$ cat config.mk
export PLATFORM = sky130hd
export DESIGN_NAME = imem_stage
export DESIGN_NICKNAME = d
export VERILOG_FILES = /design/src/rtl/imem_stage.sv
export SDC_FILE = /design/constraint.sdc
export NUM_CORES = 1
export LEC_CHECK = 0
export CAP_MARGIN = 10
export CORE_AREA = 2 2 175 177
export CTS_BUF_LIST = sky130_fd_sc_hd__clkbuf_8 sky130_fd_sc_hd__clkbuf_16
export DETAILED_ROUTE_END_ITERATION = 16
export DIE_AREA = 0 0 177 179
export HOLD_SLACK_MARGIN = 0.05
export PLACE_DENSITY_LB_ADDON = 0.1
export REMOVE_ABC_BUFFERS = 1
export SETUP_SLACK_MARGIN = 0.3
export SYNTH_ARGS = -nofsm -noshare
export SYNTH_HDL_FRONTEND = slang
export SYNTH_SLANG_ARGS = --single-unit
$ cat constraint.sdc
create_clock -name i_clk -period 2.1 [get_ports i_clk]
set_input_delay 0.42 -clock i_clk [delete_from_list [all_inputs] [get_ports i_clk]]
set_output_delay 0.42 -clock i_clk [all_outputs]
set_load 0.02 [all_outputs]
$ cat src/rtl/imem_stage.sv
// imem_stage: memory-access stage of the RV32I pipeline.
// Issues data-memory requests, formats store lanes and byte strobes,
// aligns/extends load data, stalls upstream while a request is outstanding
// and owns the MEM/WB pipeline register.
//
// Optional build macro: IMEM_MISALIGN_TRAP_EN
//   defined   -> misaligned halfword/word accesses are suppressed (no bus
//                request, no stall) and flagged on o_imem_misaligned.
//   undefined -> no misalignment check; lanes come from the low address bits.
//
// state | meaning
// ------+-----------------------------------------------------------
// IDLE  | no request outstanding; request follows the EX/MEM slot
// WAIT  | request issued but not yet acknowledged; hold the bus

`ifndef WIDTH
`define WIDTH 32
`endif

module imem_stage #(
  parameter int WIDTH     = `WIDTH,
  parameter int RF_ADDR_W = 5
) (
  input  logic                 i_clk,
  input  logic                 i_rst_n,
  input  logic                 i_imem_valid,
  input  logic [WIDTH-1:0]     i_imem_alu_out,
  input  logic [WIDTH-1:0]     i_imem_store_data,
  input  logic [2:0]           i_imem_funct3,
  input  logic                 i_imem_mem_read,
  input  logic                 i_imem_mem_write,
  input  logic [2:0]           i_imem_rf_wb_src_ctrl,
  input  logic [WIDTH-1:0]     i_imem_pc_plus_4,
  input  logic [WIDTH-1:0]     i_imem_sx_data,
  input  logic [WIDTH-1:0]     i_imem_bu_next_dest_jb,
  input  logic [RF_ADDR_W-1:0] i_imem_rd,
  input  logic                 i_imem_reg_write,
  output logic                 o_dmem_req,
  output logic                 o_dmem_we,
  output logic [WIDTH-1:0]     o_dmem_addr,
  output logic [WIDTH-1:0]     o_dmem_wdata,
  output logic [3:0]           o_dmem_be,
  input  logic                 i_dmem_ack,
  input  logic [WIDTH-1:0]     i_dmem_rdata,
  output logic                 o_imem_stall,
  output logic                 o_imem_valid,
  output logic [WIDTH-1:0]     o_imem_alu_out,
  output logic [WIDTH-1:0]     o_imem_r_mem,
  output logic [2:0]           o_imem_rf_wb_src_ctrl,
  output logic [WIDTH-1:0]     o_imem_pc_plus_4,
  output logic [WIDTH-1:0]     o_imem_sx_data,
  output logic [WIDTH-1:0]     o_imem_bu_next_dest_jb,
  output logic [RF_ADDR_W-1:0] o_imem_rd,
`ifdef IMEM_MISALIGN_TRAP_EN
  output logic                 o_imem_misaligned,
`endif
  output logic                 o_imem_reg_write
);

  typedef enum logic [0:0] {
    IDLE = 1'b0,
    WAIT = 1'b1
  } state_t;

  state_t state, state_next;

  logic [1:0]       lane;
  logic             is_store;
  logic             is_load;
  logic             access;
  logic             misaligned;
  logic             access_bus;
  logic             req;
  logic             stall;
  logic [3:0]       be;
  logic [WIDTH-1:0] wdata;
  logic [7:0]       ld_byte;
  logic [15:0]      ld_half;
  logic [WIDTH-1:0] ld_data;

  assign lane     = i_imem_alu_out[1:0];
  // A slot flagged both read and write behaves as a store.
  assign is_store = i_imem_mem_write;
  assign is_load  = i_imem_mem_read & ~i_imem_mem_write;
  assign access   = i_imem_valid & (i_imem_mem_read | i_imem_mem_write);

`ifdef IMEM_MISALIGN_TRAP_EN
  // Halfword needs an even address, word needs a fully aligned one.
  always_comb begin
    misaligned = 1'b0;
    if (access) begin
      case (i_imem_funct3[1:0])
        2'b01:   misaligned = lane[0];
        2'b10:   misaligned = (lane != 2'b00);
        default: misaligned = 1'b0;
      endcase
    end
  end
`else
  assign misaligned = 1'b0;
`endif

  assign access_bus = access & ~misaligned;

  // State register; reset abandons any outstanding request.
  always_ff @(posedge i_clk) begin
    if (!i_rst_n) state <= IDLE;
    else          state <= state_next;
  end

  // Next state and bus handshake; reset masks the request combinationally
  // so a dropped request is never re-presented while reset is held.
  always_comb begin
    state_next = state;
    req        = 1'b0;
    case (state)
      IDLE: begin
        req = access_bus;
        if (access_bus && !i_dmem_ack) state_next = WAIT;
      end
      WAIT: begin
        req = 1'b1;
        if (i_dmem_ack) state_next = IDLE;
      end
      default: state_next = IDLE;
    endcase
    if (!i_rst_n) req = 1'b0;
  end

  assign stall = req & ~i_dmem_ack;

  // Store lane replication and byte strobes.
  always_comb begin
    be    = 4'b1111;
    wdata = i_imem_store_data;
    case (i_imem_funct3)
      3'b000: begin
        be    = 4'b0001 << lane;
        wdata = WIDTH'({4{i_imem_store_data[7:0]}});
      end
      3'b001: begin
        be    = 4'b0011 << {lane[1], 1'b0};
        wdata = WIDTH'({2{i_imem_store_data[15:0]}});
      end
      default: begin
        be    = 4'b1111;
        wdata = i_imem_store_data;
      end
    endcase
  end

  // Load lane selection and sign/zero extension.
  always_comb begin
    ld_byte = i_dmem_rdata[7:0];
    case (lane)
      2'd0: ld_byte = i_dmem_rdata[7:0];
      2'd1: ld_byte = i_dmem_rdata[15:8];
      2'd2: ld_byte = i_dmem_rdata[23:16];
      2'd3: ld_byte = i_dmem_rdata[31:24];
      default: ld_byte = i_dmem_rdata[7:0];
    endcase
    ld_half = lane[1] ? i_dmem_rdata[31:16] : i_dmem_rdata[15:0];
    case (i_imem_funct3)
      3'b000:  ld_data = {{(WIDTH-8){ld_byte[7]}}, ld_byte};
      3'b100:  ld_data = {{(WIDTH-8){1'b0}}, ld_byte};
      3'b001:  ld_data = {{(WIDTH-16){ld_half[15]}}, ld_half};
      3'b101:  ld_data = {{(WIDTH-16){1'b0}}, ld_half};
      default: ld_data = i_dmem_rdata;
    endcase
  end

  assign o_dmem_req   = req;
  assign o_dmem_we    = req & is_store;
  assign o_dmem_addr  = {i_imem_alu_out[WIDTH-1:2], 2'b00};
  assign o_dmem_wdata = wdata;
  assign o_dmem_be    = be;
  assign o_imem_stall = stall;

  // MEM/WB register: capture the slot when not stalled, else insert a bubble.
  always_ff @(posedge i_clk) begin
    if (!i_rst_n) begin
      o_imem_valid           <= 1'b0;
      o_imem_alu_out         <= '0;
      o_imem_r_mem           <= '0;
      o_imem_rf_wb_src_ctrl  <= '0;
      o_imem_pc_plus_4       <= '0;
      o_imem_sx_data         <= '0;
      o_imem_bu_next_dest_jb <= '0;
      o_imem_rd              <= '0;
      o_imem_reg_write       <= 1'b0;
    end else if (!stall) begin
      o_imem_valid           <= i_imem_valid;
      o_imem_alu_out         <= i_imem_alu_out;
      o_imem_r_mem           <= (is_load && !misaligned) ? ld_data : '0;
      o_imem_rf_wb_src_ctrl  <= i_imem_rf_wb_src_ctrl;
      o_imem_pc_plus_4       <= i_imem_pc_plus_4;
      o_imem_sx_data         <= i_imem_sx_data;
      o_imem_bu_next_dest_jb <= i_imem_bu_next_dest_jb;
      o_imem_rd              <= i_imem_rd;
      o_imem_reg_write       <= i_imem_reg_write & ~misaligned;
    end else begin
      o_imem_valid     <= 1'b0;
      o_imem_reg_write <= 1'b0;
    end
  end

`ifdef IMEM_MISALIGN_TRAP_EN
  // Misalignment flag travels with the MEM/WB slot.
  always_ff @(posedge i_clk) begin
    if (!i_rst_n)    o_imem_misaligned <= 1'b0;
    else if (!stall) o_imem_misaligned <= misaligned;
    else             o_imem_misaligned <= 1'b0;
  end
`endif

endmodule
==> flow_metrics.env, run 1 <==
export IMPL_area_growth_pct=75.0
export IMPL_power_share_clock_pct=37.0
export IMPL_synth_distinct_cells=42
export IMPL_hpwl_mm=21.6
export IMPL_clk_pin_slew_ns=0.06
export IMPL_post_route_drc_count=0
export IMPL_worstSetupStartpointType="primary input"
export IMPL_hold_slack_ns=0.397
export IMPL_setup_violations=0
export IMPL_hold_viol=0
export IMPL_pwr_share_seq_pct=41.1
export IMPL_gr_usage_met1_pct=19.9
export IMPL_root_buffer="clkbuf_16"
export IMPL_die_h_microns=179
export IMPL_avgViaCountPerCell=4.33
export IMPL_yosysTopAreaCellShare_pct=47.6
export IMPL_initial_core_util_pct=23.9
export IMPL_irDropWorstVdd_mv=0.430
export IMPL_synth_most_common_cell="dfxtp_1"
export IMPL_dieArea_sq_um=31700
export IMPL_gp_congestion=0.779
export IMPL_grtUsageMet2_pct=30.8
export IMPL_hp_class="in -> reg"
export IMPL_clock_latency_ns=0.43
export IMPL_p_switching_mw=2.60
export IMPL_postSynthAreaPerCell_sq_um=8.33
export IMPL_max_freq_ghz=0.552
export IMPL_p_int_mw=6.03
export IMPL_netlist_area_sq_um=7190
export IMPL_cp_end_kind="output port"
export IMPL_core_sq_um=30000
export IMPL_rows=64
export IMPL_power_density_nw_per_um2=685
export IMPL_ys_top_cells_by_count="dfxtp_1, inv_1, o21ai_0"
export IMPL_max_slew_margin_rel_pct=55.4
export IMPL_ys_top_cells_by_area="dfxtp_1, o21ai_0, nand3_1"
export IMPL_pwr_share_comb_pct=21.9
export IMPL_n_antenna_cell=0
export IMPL_netlist_top_cell_by_area="dfxtp_1"
export IMPL_drt_iter0_markers=330
export IMPL_clock_skew_ns=0.0151
export IMPL_htreeDepth=4
export IMPL_critPathSlowestCell="mux2_4"
export IMPL_power_leakage_nw=5.92
export IMPL_ant_nets=0
export IMPL_fin_crit_sh_pct=86.2
export IMPL_path_buf_inv=4
export IMPL_max_stage_delay_ns=0.30
export IMPL_cts_sinks=171
export IMPL_worstPathRequired_ns=1.68
export IMPL_cts_tree="built"
export IMPL_max_cap_violations=0
export IMPL_grt_max_degree=136
export IMPL_fill_cells=3088
export IMPL_io_buffers=448
export IMPL_outcome="completed"
export IMPL_grt_pass1_wl_mm=42.0
export IMPL_routed_wl_mm=28.8
export IMPL_first_pass_iters=4
export IMPL_antenna_found_initial=4
export IMPL_ys_seq_elements=171
export IMPL_grt_ovfl_total=0
export IMPL_synthArstFlopShare_pct=0
export IMPL_path_max_fanout=6
export IMPL_worst_setup_path_type="in -> out"
export IMPL_worstMarginPinSlew_ns=0.669
export IMPL_fp_dieW_microns=177
export IMPL_vias=7314
export IMPL_p_sw_share_pct=30.2
export IMPL_grt_most_used_layer="met2"
export IMPL_slew_violations=0
export IMPL_syn_instance_count=863
export IMPL_layout_min_cycle_time_ns=1.81
export IMPL_critical_path_cell_chain="buf_8, nor2_4, buf_12, buf_16, mux2_4, buf_6"
export IMPL_finalNetCount=1489
export IMPL_critical_path_top_delay_family="buffers and inverters"
export IMPL_fin_total_pwr_mw=8.63
export IMPL_rsz0062_at_grt="yes"
export IMPL_fin_util_pct=41.9
export IMPL_final_area_sq_um=12600
export IMPL_synth_warnings=0
export IMPL_synth_edf_count=0
export IMPL_numCtsBuffers=17
export IMPL_grt_util_all_layers_pct=17.4
export IMPL_io_pins=451
export IMPL_cp_data_arrival_time_ns=1.39
export IMPL_dpl_cell_area_sq_um=12100
export IMPL_clockBufferDepth=2
export IMPL_seq_area_frac_synth_pct=47.6
export IMPL_grt_pass1_vias=6855
export IMPL_synthFlopType="dfxtp_1"
export IMPL_drive_above_1_share_pct=11.5
export IMPL_met3_usage_pct=6.64
export IMPL_wl_per_cell_microns=17.1
## final timing paths
check                          from                end  slack (ns)  cells past startpoint
hold / removal         i_imem_valid       o_imem_valid        0.40                      2
setup / recovery   i_imem_funct3[2]   o_dmem_wdata[16]        0.29                      6
hold reg to reg   o_imem_alu_out[0]  o_imem_alu_out[0]        0.46                      2
setup reg to reg              state   o_imem_r_mem[22]        0.58                      5
## area by class of cell
| type | instances | area [sq um] | share of cell area, % |
|---|---|---|---|
| Clock buffer | 19 | 453 | 3.60 |
| Tap cell | 396 | 495 | 3.94 |
| Multi-Input combinational cell | 436 | 2670 | 21.2 |
| Timing Repair Buffer | 501 | 4830 | 38.4 |
| Clock inverter | 13 | 140 | 1.11 |
| Inverter | 152 | 573 | 4.55 |
| Sequential cell | 171 | 3420 | 27.2 |
## per-layer routing
layer / up-vias / routed length, microns
li1: 3694 / -
met1: 3308 / 11400
met2: 280 / 14300
met3: 24 / 2660
met4: 8 / 295
met5: - / 55
## power groups by stage
stage	Sequential [mW]	Clock [mW]	Combinational (mW)
after floorplan	3.89	0	0.442
after global placement	3.62	0	2.05
after detailed placement	3.63	0	2.04
after CTS	3.55	3.32	1.90
after global routing	3.57	3.47	2.04
final	3.55	3.19	1.89
## repair_timing
action | CTS | global route
hold buffers | 0 | 0
cloned | 2 | 0
resized for setup | 393 | 35
setup buffers | 6 | 0
endpoints found under the setup margin | 261 | 27
pin swaps | 6 | 5
## metrics by stage
step,instances,setup WS [ns],setup TNS (ns)
2_1_floorplan,759,-5.30,-671.78
3_3_place_gp,1648,-0.509,-26.21
3_5_place_dp,1648,-0.514,-27.43
4_1_cts,1688,0.236,0
5_1_grt,1688,0.267,0
6_report,1688,0.289,0
## kinds of logic after synthesis
kind of cell	count (synthesis)	synth area share, %
compound gates	229	19.1
buf+inv	257	16.1
flops	171	47.6
mux	28	4.21
other cells	1	0.0522
simple gates	177	12.9
## state kept, by name, summed over array words and instances, names as in the netlist
| register | cells |
|---|---|
| state | 1 |
| o_imem_alu_out | 32 |
| o_imem_valid | 1 |
| o_imem_rd | 5 |
| o_imem_reg_write | 1 |
| o_imem_bu_next_dest_jb | 32 |
| o_imem_rf_wb_src_ctrl | 3 |
| o_imem_r_mem | 32 |
| o_imem_sx_data | 32 |
| o_imem_pc_plus_4 | 32 |
## layout by cell type (no fill, tap or decap), types with 4 or more instances in the layout
cell type        synthesis  layout
clkdlybuf4s50_1          0     192
dlygate4sd2_1            0     206
o21ai_0                148     147
dlymetal6s2s_1           0      12
inv_8                    0       5
mux2_2                  18       8
dfxtp_1                171     171
mux2_4                   0      10
buf_6                    2      19
inv_1                  151     150
mux2i_1                 10      10
nand3_1                142     142
buf_4                   40      43
o2bb2ai_1                7       7
inv_6                    0       4
o32ai_1                  7       7
buf_12                   0      13
a22o_1                   8       8
and3b_1                  6       6
clkbuf_16                0      17
buf_2                   25       8
a211o_1                  6       6
nor2_1                  12      12
a21oi_1                 26      26
a221o_1                 16      16
Power figures use the tool's default switching activity.
==> run 2: changes to the inputs <==
--- a/config.mk
+++ b/config.mk
@@ -6,10 +6,10 @@
 export NUM_CORES = 1
 export LEC_CHECK = 0
 export CAP_MARGIN = 10
-export CORE_AREA = 2 2 175 177
+export CORE_AREA = 2 2 173 175
 export CTS_BUF_LIST = sky130_fd_sc_hd__clkbuf_8 sky130_fd_sc_hd__clkbuf_16
 export DETAILED_ROUTE_END_ITERATION = 16
-export DIE_AREA = 0 0 177 179
+export DIE_AREA = 0 0 175 177
 export HOLD_SLACK_MARGIN = 0.05
 export PLACE_DENSITY_LB_ADDON = 0.1
 export REMOVE_ABC_BUFFERS = 1
==> constraint.sdc (replaced) <==
create_clock -name i_clk -period 2.15 [get_ports i_clk]
set_input_delay 0.43 -clock i_clk [delete_from_list [all_inputs] [get_ports i_clk]]
set_output_delay 0.43 -clock i_clk [all_outputs]
set_load 0.02 [all_outputs]
==> run 2 against run 1 <==
  * Wire length shrank 1.2%
  * First-iteration DRC count shrank 7.6%
  * Worst setup slack lost 0.0064 ns
  * Hold slack gained 0.066 ns
  * Clock power decreased by 5%
  * Global-route usage grew 0.11 points
  * Design area rose by 2.8%
  * Highest routed layer unchanged
==> flow_metrics.env, run 2 (synthesized netlist as in run 1, its figures left out) <==
export IMPL_wl_per_cell_microns=16.8
export IMPL_io_pins=451
export IMPL_cts_sinks=171
export IMPL_grt_util_all_layers_pct=17.5
export IMPL_min_to="o_imem_r_mem[3]"
export IMPL_hp_class="reg -> reg"
export IMPL_post_route_drc_count=0
export IMPL_vias=7287
export IMPL_hpwl_mm=21.1
export IMPL_critPathSlowestCell="mux2_4"
export IMPL_drive_above_1_share_pct=12.2
export IMPL_ant_nets=0
export IMPL_final_area_sq_um=12900
export IMPL_fp_dieW_microns=175
export IMPL_finalNetCount=1501
export IMPL_core_sq_um=29200
export IMPL_max_cap_violations=0
export IMPL_numCtsBuffers=17
export IMPL_initial_core_util_pct=24.6
export IMPL_rsz0062_at_grt="yes"
export IMPL_hp_start="o_imem_r_mem[3]"
export IMPL_io_buffers=448
export IMPL_cp_data_arrival_time_ns=1.44
export IMPL_avgViaCountPerCell=4.30
export IMPL_r2r_setup_slack_ns=0.64
export IMPL_power_leakage_nw=6.65
export IMPL_grt_max_degree=89
export IMPL_critical_path_top_delay_family="buffers and inverters"
export IMPL_r2r_cells=5
export IMPL_antenna_found_initial=2
export IMPL_routed_wl_mm=28.4
export IMPL_layout_common_cells="clkdlybuf4s50_1, dfxtp_1, inv_1, o21ai_0, nand3_1"
export IMPL_layout_min_cycle_time_ns=1.87
export IMPL_worstMarginPinSlew_ns=0.992
export IMPL_critical_path_cell_chain="buf_8, nor3_4, buf_6, buf_6, mux2_4, buf_6"
export IMPL_max_slew_margin_rel_pct=33.9
export IMPL_root_buffer="clkbuf_16"
export IMPL_clock_skew_ns=0.0112
export IMPL_cts_hold_buffers_added=0
export IMPL_grt_pass1_wl_mm=41.8
export IMPL_worstSetupStartpointType="primary input"
export IMPL_worstPathRequired_ns=1.72
export IMPL_path_buf_inv=4
export IMPL_whs_path_depth=1
export IMPL_path_max_fanout=8
export IMPL_clockBufferDepth=2
export IMPL_dieArea_sq_um=31000
export IMPL_clk_pin_slew_ns=0.08
export IMPL_rows=63
export IMPL_cp_common_cell="buf_6"
export IMPL_fin_util_pct=44.2
export IMPL_fin_crit_sh_pct=86.8
export IMPL_final_common_cell="clkdlybuf4s50_1"
export IMPL_r2r_start="state"
export IMPL_cp_end_kind="output port"
export IMPL_max_freq_ghz=0.536
export IMPL_power_density_nw_per_um2=651
export IMPL_gp_congestion=0.786
export IMPL_htreeDepth=4
export IMPL_first_pass_iters=5
export IMPL_dpl_cell_area_sq_um=12100
export IMPL_setup_violations=0
export IMPL_die_h_microns=177
export IMPL_outcome="completed"
export IMPL_worst_setup_path_type="in -> out"
export IMPL_drt_iter0_markers=305
export IMPL_irDropWorstVdd_mv=0.466
export IMPL_max_stage_delay_ns=0.29
export IMPL_fin_total_pwr_mw=8.42
export IMPL_fill_cells=2891
export IMPL_grt_pass1_vias=6961
export IMPL_area_growth_pct=79.9
export IMPL_crit_reg2reg_capture="o_imem_r_mem[30]"
export IMPL_slew_violations=0
export IMPL_cts_tree="built"
export IMPL_n_antenna_cell=0
export IMPL_grt_ovfl_total=0
export IMPL_clock_latency_ns=0.42
export IMPL_hold_slack_ns=0.464
export IMPL_hold_viol=0
==> run 2: worst max-delay path by stage <==
stage	slack, ns	startpoint	endpoint	cells past startpoint
3_5_place_dp	-0.53	i_imem_funct3[1]	o_dmem_wdata[9]	5
5_1_grt	0.27	i_imem_funct3[2]	o_dmem_wdata[14]	6
2_1_floorplan	-5.26	i_imem_mem_read	o_imem_r_mem[16]	4
3_3_place_gp	-0.53	i_imem_funct3[1]	o_dmem_wdata[11]	5
6_report	0.28	i_imem_funct3[2]	o_dmem_wdata[13]	6
4_1_cts	0.25	i_imem_funct3[0]	o_dmem_wdata[13]	6
==> run 2: routing by layer <==
layer	track usage [%]	vias to the layer above	share of wire, %
met5	0	-	0.095
met4	3.13	4	0.62
met3	6.14	15	8.2
met2	31.4	283	50
met1	20.4	3253	41
li1	-	3732	-
==> run 2: through the flow <==
stage          worst slack, ns  instances  setup TNS (ns)
2_1_floorplan            -5.26        759         -664.91
3_3_place_gp            -0.526       1653          -32.26
3_5_place_dp            -0.527       1653          -34.43
4_1_cts                  0.251       1693               0
5_1_grt                  0.268       1694               0
6_report                 0.283       1694               0
==> run 2: where the power goes <==
part           internal, mW  switching [mW]  total, mW
Combinational         0.981           0.959       1.94
Clock                  1.53            1.48       3.02
Sequential             3.37          0.0913       3.46
==> run 2: repair_timing <==
item	in CTS	in global routing
setup buffers	6	1
endpoints found under the setup margin	150	101
gates resized for setup	282	105
cloned	2	0
pin swaps	6	4
==> run 2: layout make-up <==
cell class	count	area, sq um	share of cell area (%)
Clock buffer	17	425	3.29
Inverter	152	573	4.43
Timing Repair Buffer	513	5220	40.3
Tap cell	390	488	3.77
Multi-Input combinational cell	436	2670	20.6
Clock inverter	15	139	1.07
Sequential cell	171	3420	26.5
